### src/rtl/mem_ctrl_pkg.sv
// Shared types and default sizes for the LSU-to-memory controller.
package mem_ctrl_pkg;

  localparam int unsigned DefNumConsumers = 4;
  localparam int unsigned DefAddrBits     = 8;
  localparam int unsigned DefDataBits     = 8;

  typedef enum logic [1:0] {
    StIdle      = 2'b00,
    StReadWait  = 2'b01,
    StWriteWait = 2'b10,
    StRelease   = 2'b11
  } mem_ctrl_state_e;

  // Width of a consumer index; never zero so single-consumer builds still elaborate.
  function automatic int unsigned id_width(input int unsigned n);
    return (n > 1) ? $clog2(n) : 1;
  endfunction

endpackage

### src/rtl/rr_arbiter.sv
// Combinational rotating-priority pick: first set request at or after ptr wins.
module rr_arbiter import mem_ctrl_pkg::*; #(
  parameter int unsigned NUM_REQ = DefNumConsumers,
  parameter int unsigned IdW     = id_width(NUM_REQ)
) (
  input  logic [NUM_REQ-1:0] req_i,
  input  logic [IdW-1:0]     ptr_i,
  output logic               grant_valid_o,
  output logic [IdW-1:0]     grant_id_o
);

  logic [IdW-1:0] cand;

  // Walk ptr, ptr+1, ... (mod NUM_REQ) and keep the first requester found.
  always_comb begin
    grant_valid_o = 1'b0;
    grant_id_o    = '0;
    cand          = '0;
    for (int unsigned k = 0; k < NUM_REQ; k++) begin
      cand = IdW'((32'(ptr_i) + k) % NUM_REQ);
      if (!grant_valid_o && req_i[cand]) begin
        grant_valid_o = 1'b1;
        grant_id_o    = cand;
      end
    end
  end

endmodule

### src/rtl/mem_controller.sv
// Round-robin arbiter of per-thread LSU read/write requests onto a single
// data-memory port, one transaction in flight, ready held until valid drops.
module mem_controller import mem_ctrl_pkg::*; #(
  parameter int unsigned NUM_CONSUMERS = DefNumConsumers,
  parameter int unsigned ADDR_BITS     = DefAddrBits,
  parameter int unsigned DATA_BITS     = DefDataBits
) (
  input  logic                                 clk,
  input  logic                                 reset,
  input  logic [NUM_CONSUMERS-1:0]             consumer_read_valid,
  input  logic [NUM_CONSUMERS*ADDR_BITS-1:0]   consumer_read_address,
  output logic [NUM_CONSUMERS-1:0]             consumer_read_ready,
  output logic [NUM_CONSUMERS*DATA_BITS-1:0]   consumer_read_data,
  input  logic [NUM_CONSUMERS-1:0]             consumer_write_valid,
  input  logic [NUM_CONSUMERS*ADDR_BITS-1:0]   consumer_write_address,
  input  logic [NUM_CONSUMERS*DATA_BITS-1:0]   consumer_write_data,
  output logic [NUM_CONSUMERS-1:0]             consumer_write_ready,
  output logic                                 mem_read_valid,
  output logic [ADDR_BITS-1:0]                 mem_read_address,
  input  logic                                 mem_read_ready,
  input  logic [DATA_BITS-1:0]                 mem_read_data,
  output logic                                 mem_write_valid,
  output logic [ADDR_BITS-1:0]                 mem_write_address,
  output logic [DATA_BITS-1:0]                 mem_write_data,
  input  logic                                 mem_write_ready
);

  localparam int unsigned   IdW    = id_width(NUM_CONSUMERS);
  localparam logic [IdW-1:0] LastId = IdW'(NUM_CONSUMERS - 1);

  mem_ctrl_state_e        state_q;
  logic [IdW-1:0]         rr_ptr_q;
  logic [IdW-1:0]         cur_id_q;
  logic [DATA_BITS-1:0]   rd_data_q [NUM_CONSUMERS];

  logic [ADDR_BITS-1:0]   rd_addr [NUM_CONSUMERS];
  logic [ADDR_BITS-1:0]   wr_addr [NUM_CONSUMERS];
  logic [DATA_BITS-1:0]   wr_data [NUM_CONSUMERS];

  logic [NUM_CONSUMERS-1:0] req;
  logic                     grant_valid;
  logic [IdW-1:0]           grant_id;
  logic                     release_done;
  logic [IdW-1:0]           next_ptr;

  // Unpack the flattened per-consumer buses into indexable arrays.
  for (genvar g = 0; g < NUM_CONSUMERS; g++) begin : g_slice
    assign rd_addr[g] = consumer_read_address[g*ADDR_BITS +: ADDR_BITS];
    assign wr_addr[g] = consumer_write_address[g*ADDR_BITS +: ADDR_BITS];
    assign wr_data[g] = consumer_write_data[g*DATA_BITS +: DATA_BITS];
    assign consumer_read_data[g*DATA_BITS +: DATA_BITS] = rd_data_q[g];
  end

  assign req = consumer_read_valid | consumer_write_valid;

  rr_arbiter #(
    .NUM_REQ (NUM_CONSUMERS),
    .IdW     (IdW)
  ) u_rr_arbiter (
    .req_i         (req),
    .ptr_i         (rr_ptr_q),
    .grant_valid_o (grant_valid),
    .grant_id_o    (grant_id)
  );

  // The ready bit that is set tells which valid the LSU must drop to finish.
  assign release_done = consumer_read_ready[cur_id_q] ? !consumer_read_valid[cur_id_q]
                                                      : !consumer_write_valid[cur_id_q];
  assign next_ptr     = (cur_id_q == LastId) ? '0 : cur_id_q + 1'b1;

  // Transaction FSM; every output is a register updated here.
  always_ff @(posedge clk or negedge reset) begin
    if (!reset) begin
      state_q              <= StIdle;
      rr_ptr_q             <= '0;
      cur_id_q             <= '0;
      consumer_read_ready  <= '0;
      consumer_write_ready <= '0;
      mem_read_valid       <= 1'b0;
      mem_read_address     <= '0;
      mem_write_valid      <= 1'b0;
      mem_write_address    <= '0;
      mem_write_data       <= '0;
      for (int i = 0; i < NUM_CONSUMERS; i++) begin
        rd_data_q[i] <= '0;
      end
    end else begin
      unique case (state_q)
        StIdle: begin
          if (grant_valid) begin
            cur_id_q <= grant_id;
            // A consumer raising both valids is served read first.
            if (consumer_read_valid[grant_id]) begin
              mem_read_valid   <= 1'b1;
              mem_read_address <= rd_addr[grant_id];
              state_q          <= StReadWait;
            end else begin
              mem_write_valid   <= 1'b1;
              mem_write_address <= wr_addr[grant_id];
              mem_write_data    <= wr_data[grant_id];
              state_q           <= StWriteWait;
            end
          end
        end
        StReadWait: begin
          if (mem_read_ready) begin
            mem_read_valid                <= 1'b0;
            rd_data_q[cur_id_q]           <= mem_read_data;
            consumer_read_ready[cur_id_q] <= 1'b1;
            state_q                       <= StRelease;
          end
        end
        StWriteWait: begin
          if (mem_write_ready) begin
            mem_write_valid                <= 1'b0;
            consumer_write_ready[cur_id_q] <= 1'b1;
            state_q                        <= StRelease;
          end
        end
        StRelease: begin
          if (release_done) begin
            consumer_read_ready  <= '0;
            consumer_write_ready <= '0;
            rr_ptr_q             <= next_ptr;
            state_q              <= StIdle;
          end
        end
      endcase
    end
  end

endmodule

### config.mk
export PLATFORM = sky130hd
export DESIGN_NAME = mem_controller
export DESIGN_NICKNAME = d
export VERILOG_FILES = /design/src/rtl/mem_ctrl_pkg.sv /design/src/rtl/rr_arbiter.sv /design/src/rtl/mem_controller.sv
export SDC_FILE = /design/constraint.sdc
export NUM_CORES = 1
export LEC_CHECK = 0
export BUFFER_PORTS_ARGS = -buffer_cell sky130_fd_sc_hd__buf_2
export CAP_MARGIN = 40
export CORE_MARGIN = 4
export CORE_UTILIZATION = 46
export DETAILED_ROUTE_END_ITERATION = 10
export PLACE_DENSITY = 0.77
export SLEW_MARGIN = 20
export SYNTH_ARGS = -nofsm -noshare
export SYNTH_HDL_FRONTEND = slang
export SYNTH_HIERARCHICAL = 1
export SYNTH_SLANG_ARGS = --single-unit
### constraint.sdc
create_clock -name clk -period 3.4 [get_ports clk]
set_input_delay 0.68 -clock clk [delete_from_list [all_inputs] [get_ports clk]]
set_output_delay 0.68 -clock clk [all_outputs]
set_load 0.01 [all_outputs]
After elaboration in Yosys (flattened, before gate mapping)
Cells that the tools add are included.
Word-level totals
  bits in registers: 72
  output and inout port bits: 66
  word-level logic and storage cells: 128
Cells by class
  add/subtract/negate cells: 4
  $lt $le $gt $ge: 10
  eq/ne operators: 10
  muxes and demuxes: 59
  bitwise gates (word level): 6
  reductions and logical operators: 25
Operators by type and width (count)
  $mux W8: 7
  $bmux W8 S2: 3
  $bwmux W32: 1
  $mux W1: 20
  $mux W2: 10
  $lt A2 B3 Y1 const B: 6
  $bmux W1 S2: 8
  $demux W8 S2: 1
  $pmux W4 S2: 2
  $mux W4: 3
  $ne A2 B2 Y1 const B: 6
  $or A4 B4 Y4: 3
  $reduce_and A3 Y1: 4
  $reduce_and A4 Y1: 3
  $pmux W2 S4: 1
  $reduce_bool A2 Y1: 4
  $eq A2 B2 Y1 const B: 3
  $ge A3 B3 Y1 const B: 2
  $not A2 Y3: 2
  $reduce_and A2 Y1: 3
  $logic_and A1 B1 Y1: 5
  $logic_not A1 Y1: 5
  $add A2 B1 Y2 const B: 2
  $add A2 B2 Y2 const B: 2
  7 further kinds: 8

Logic depth before layout (Yosys ltp)
  depth in word-level cells: 18
  gate-level depth with buffers: 9
  depth with buffers taken out: 8

Modules after synthesis
The synthesis kept the hierarchy.
Modules (own cells, without submodules)
  mem_controller: instances 1, cells an instance 235, area an instance 3657.3 sq um, sequential area each 1801.7 sq um
  rr_arbiter: instances 1, cells an instance 15, area an instance 77.6 sq um, sequential area each 0.0 sq um

Worst setup path after synthesis
Ideal clock, no wire load.
  kind: in2reg
  start point: in consumer_write_valid[2]
  end point: reg mem_write_address[0]
  setup time: 0.125 ns
  arrival: 2.889 ns
  data required time: 3.275 ns
  slack: 0.386 ns
  stages on the path: 8
  path buffers: 2
  cell sequence: or2_2 -> a221o_1 -> a21oi_1 -> buf_6 -> mux4_2 -> nor2_4 -> buf_6 -> mux2_2
On the way
  longest elaborated chain between the ends: 17
  elaborated cells on any way between the ends: 31
  classes of those cells: mux: 21; bitwise: 3; reduce/logical: 7
Ends and longest elaborated chain
  start, declared: RTL line mem_controller.sv:14  | input logic [NUM_CONSUMERS-1:0] consumer_write_valid,
  $or A4 B4 Y4 (*): RTL line mem_controller.sv:54  | assign req = consumer_read_valid | consumer_write_valid;
  $bmux W1 S2: RTL line rr_arbiter.sv:21  | if (!grant_valid_o && req_i[cand]) begin
  $mux W1 (not written as such): RTL line rr_arbiter.sv:21
  $mux W1: RTL line rr_arbiter.sv:21
  $logic_not A1 Y1: RTL line rr_arbiter.sv:21
  $logic_and A1 B1 Y1: RTL line rr_arbiter.sv:21
  $mux W1: RTL line rr_arbiter.sv:21
  $logic_not A1 Y1: RTL line rr_arbiter.sv:21
  (+2 left out)
  $logic_not A1 Y1: RTL line rr_arbiter.sv:21
  $logic_and A1 B1 Y1: RTL line rr_arbiter.sv:21
  $mux W2 (*): RTL line rr_arbiter.sv:21
  named net grant_id[0]: RTL line mem_controller.sv:42  | logic [IdW-1:0] grant_id;
  $bmux W1 S2 / $not A2 Y3 (equally long branches): RTL line mem_controller.sv:93, mem_controller.sv:99
  $mux W1 (not written as such) / $bmux W8 S2 (equally long branches): RTL line mem_controller.sv:93, mem_controller.sv:99
  $not A1 Y1 (no line) / $mux W8 (equally long branches)
  $reduce_and A3 Y1 (no line) / $mux W8 (equally long branches)
  end signal, assigned: RTL line mem_controller.sv:99  | mem_write_address <= wr_addr[grant_id];
  end, declared: RTL line mem_controller.sv:23  | output logic [ADDR_BITS-1:0] mem_write_address,
Mark *: on every way through the listed nets, which the timed path passes. The rest lies on a longest branch. The select of a mux whose other input is x is not followed.
A chain may end at the register's enable or synchronous reset.

Worst setup path in the final report
  start point: in consumer_write_valid[2]
  end point: reg mem_write_data[2]
On the way
  longest elaborated chain between the ends: 17
  elaborated cells on any way between the ends: 31
  classes of those cells: mux: 21; bitwise: 3; reduce/logical: 7
Ends and longest elaborated chain
  $or A4 B4 Y4 (*): RTL line mem_controller.sv:54
  named net req[2]: RTL line mem_controller.sv:40  | logic [NUM_CONSUMERS-1:0] req;
  $bmux W1 S2: RTL line rr_arbiter.sv:21
  $mux W1 (not written as such): RTL line rr_arbiter.sv:21
  $mux W1: RTL line rr_arbiter.sv:21
  $logic_not A1 Y1: RTL line rr_arbiter.sv:21
  $logic_and A1 B1 Y1: RTL line rr_arbiter.sv:21
  $mux W1: RTL line rr_arbiter.sv:21
  (+3 left out)
  $logic_not A1 Y1: RTL line rr_arbiter.sv:21
  $logic_and A1 B1 Y1: RTL line rr_arbiter.sv:21
  $mux W2 (*): RTL line rr_arbiter.sv:21
  named net grant_id[0]: RTL line mem_controller.sv:42
  $bmux W1 S2 / $not A2 Y3 (equally long branches): RTL line mem_controller.sv:93, mem_controller.sv:100
  $mux W1 (not written as such) / $bmux W8 S2 (equally long branches): RTL line mem_controller.sv:93, mem_controller.sv:100
  $not A1 Y1 (no line) / $mux W8 (equally long branches)
  $reduce_and A3 Y1 (no line) / $mux W8 (equally long branches)
  end signal, assigned: RTL line mem_controller.sv:100  | mem_write_data <= wr_data[grant_id];
  end, declared: RTL line mem_controller.sv:24  | output logic [DATA_BITS-1:0] mem_write_data,
Marked as above.

==> results.py <==
metrics = {
    "outcome": {
        "outcome": "completed",
    },
    "sta": {
        "tightestPinTransition_ps": 541,
        "timing.hold.ws_ps": 135,
        "drv_slew": 0,
        "finalSetupTns_ps": 0,
        "rsz0062_at_grt": "no",
        "period_needed_ps": 2900,
        "hold_viol_final": 0,
        "maxClockFrequency_ghz": 0.344,
        "slew_headroom_pct": 63.9,
        "fin_skew_ps": 14.3,
        "finalSetupViolCount": 0,
        "finalCritPeriodShare_pct": 85.4,
    },
    "min_path": {
        "worstHoldPathType": "in2async",
    },
    "layout": {
        "n_antenna_cell": 0,
        "layout-area-overhead-vs-synth_pct": 33.3,
        "drive_gt1_share_pct": 66.4,
        "nNetsFinal": 560,
    },
    "logic_synthesis": {
        "syn-num-nets": 374,
        "synth_enable_flop_cells": 0,
        "synthesis.area_um2": 3730,
        "ys_ff_latch": 72,
        "ys_warn_count": 6,
        "ys.flop_type": "dfrtp_1",
        "ys_types": 34,
        "syn_area_per_cell_um2": 14.9,
        "synthArstFlopShare_pct": 100,
        "synthCells": 250,
        "seq_area_frac_synth_pct": 48.2,
    },
    "route": {
        "drt_iter0_markers": 104,
        "wl_per_cell_um": 17.7,
        "drt-pass1-iter-count": 4,
        "drcViolationCount": 0,
        "routed_wl_mm": 9.63,
        "vias": 2915,
        "ant_nets": 0,
        "vias_per_cell": 5.37,
    },
    "clock_network": {
        "cts_max_level": 3,
        "cts_made_buffers": 9,
        "cts_setup_buffers": 0,
        "cts_hold_buffers": 0,
        "cts_max_path_buffers": 2,
        "cts-root-buf": "clkbuf_8",
        "insertion_delay_ps": 350,
        "clock_sinks": 72,
        "cts.repair.resized": 0,
        "tritoncts": "done",
        "clk_pin_slew_ps": 80,
    },
    "power_and_ir_drop": {
        "pwr-share-comb_pct": 50.4,
        "power_density_nw_per_um2": 907,
        "p_leak_nw": 2.46,
        "internal_power_w": 0.00285,
        "power_frac_seq_pct": 34.4,
        "vdd_drop_max_mv": 0.320,
        "switching_share_pct": 36.9,
        "p_switching_w": 0.00166,
        "total_power_w": 0.00452,
        "pwr-share-clk_pct": 15.2,
    },
    "grt": {
        "track_usage_pct": 20.7,
        "overflow": 0,
        "grt_max_degree": 39,
        "grt_pass1_wl_mm": 15.9,
        "antenna_found_initial": 0,
        "grt_pass1_vias": 3230,
    },
    "job": {
        "maxCapViolCount": 0,
    },
    "die": {
        "rows": 32,
        "core_area_um2": 7810,
        "start_util_pct": 47.8,
        "ioPinCount": 182,
        "die_area_um2": 9620,
        "die_h_um": 98.1,
        "die_w_um": 98.1,
    },
    "placed_design": {
        "port_buffers": 181,
        "gp_congestion": 0.929,
        "dp_hpwl_mm": 7.61,
    },
    "worst_setup_path": {
        "endpoint_kind": "register",
        "required_ps": 3620,
        "startpoint_type": "input port",
        "startpoint": "consumer_write_valid[2]",
        "crit_fanout": 16,
        "path_class": "in2reg",
        "r2r_start": "rr_ptr_q[0]$_DFFE_PN0P_",
        "crit_arrival_ps": 3130,
    },
}
## routing by layer
layer	GRT usage [%]	part of all wire, %	up-vias
met5	0	0	-
met4	7.67	2.8	0
met3	4.14	5.2	22
met2	36.8	54	109
met1	24.9	38	1460
li1	-	-	1324
## kinds of logic after synthesis
logic type	count (synthesis)	share of synthesized area (%)
flops	72	48.2
compound gates	29	5.43
fa+ha+maj	8	2.68
buf+inv	23	2.98
simple gates	26	3.89
mux	92	36.8
## worst paths after layout
path	to	slack, ps	cells after the start
max	mem_write_data[2]$_DFFE_PN0P_	500	7
max reg2reg	mem_write_data[2]$_DFFE_PN0P_	800	6
min	consumer_read_data[18]$_DFFE_PN0P_	140	1
max in group asynchronous	mem_write_address[1]$_DFFE_PN0P_	2610	3
min reg2reg	consumer_read_data[0]$_DFFE_PN0P_	500	1
min in group clk	consumer_read_data[0]$_DFFE_PN0P_	500	1
## power groups by stage
stage          Sequential, W  Combinational [W]  Clock [W]
2_1_floorplan        0.00170            0.00139          0
3_3_place_gp         0.00154            0.00224          0
3_5_place_dp         0.00156            0.00231          0
4_1_cts              0.00155            0.00231   0.000707
5_1_grt              0.00161            0.00249   0.000745
6_report             0.00155            0.00228   0.000687
## state kept, by name (all words and copies together), names as in the netlist
signal                cells
cur_id_q                  2
mem_read_valid            1
state_q                   2
consumer_read_ready       4
consumer_read_data       32
mem_write_data            8
mem_write_valid           1
mem_write_address         8
rr_ptr_q                  2
mem_read_address          8
consumer_write_ready      4
## critical path, cell delays in order
cell and delay (ps):
buf_2 100, or2_2 320, a221o_1 370, a21oi_4 180
mux4_2 640, nor2_4 440, mux2_2 400
## placed cells by master (no fill, tap or decap), types with 2 or more instances in the layout
cell,count
clkbuf_8,9
o2bb2ai_1,4
or2_2,4
mux4_2,22
clkinv_4,2
mux2_2,60
o21ai_0,4
inv_1,12
mux4_1,6
nand2_1,5
buf_12,2
a21oi_1,4
buf_4,2
nand3_1,5
nand2b_1,6
a22o_1,3
buf_2,181
ha_1,8
a31oi_1,5
mux2i_1,2
nor2_1,3
clkinvlp_4,2
dfrtp_1,72
inv_6,2
## final cells by class
class,count,area [µm²]
clock buffers,9,124
clock inverters,7,80.1
fillers,640,2830
inverters,13,48.8
multi-input cells,155,1840
flip-flops and latches,72,1800
well taps,102,128
repair buffers,185,961
## cells in the mapped netlist, types with 2 or more instances
library cell  instances  area share [%]
a21oi_1               6            0.80
a22o_1                3            0.70
a31oi_1               5            0.84
buf_2                 2            0.27
buf_6                 3            0.90
clkbuf_1              4            0.40
dfrtp_1              72              48
ha_1                  8             2.7
inv_1                12             1.2
mux2_2               60              18
mux2i_1               2            0.54
mux4_1                6             4.2
mux4_2               22              13
nand2_1               5            0.50
nand2b_1              6             1.0
nand3_1               5            0.67
nor2_1                3            0.30
o21ai_0               4            0.54
o2bb2ai_1             4            0.94
or2_2                 4            0.67
## through the flow
step	cells	setup WS (ps)	area, µm²	utilization [%]
6_report	543	496	4980	63.8
5_1_grt	543	425	4980	63.8
4_1_cts	542	513	4960	63.5
3_5_place_dp	526	150	4760	60.9
3_3_place_gp	526	224	4760	60.9
2_1_floorplan	250	386	3730	-
Note: power is estimated with default switching activity, not from simulation.
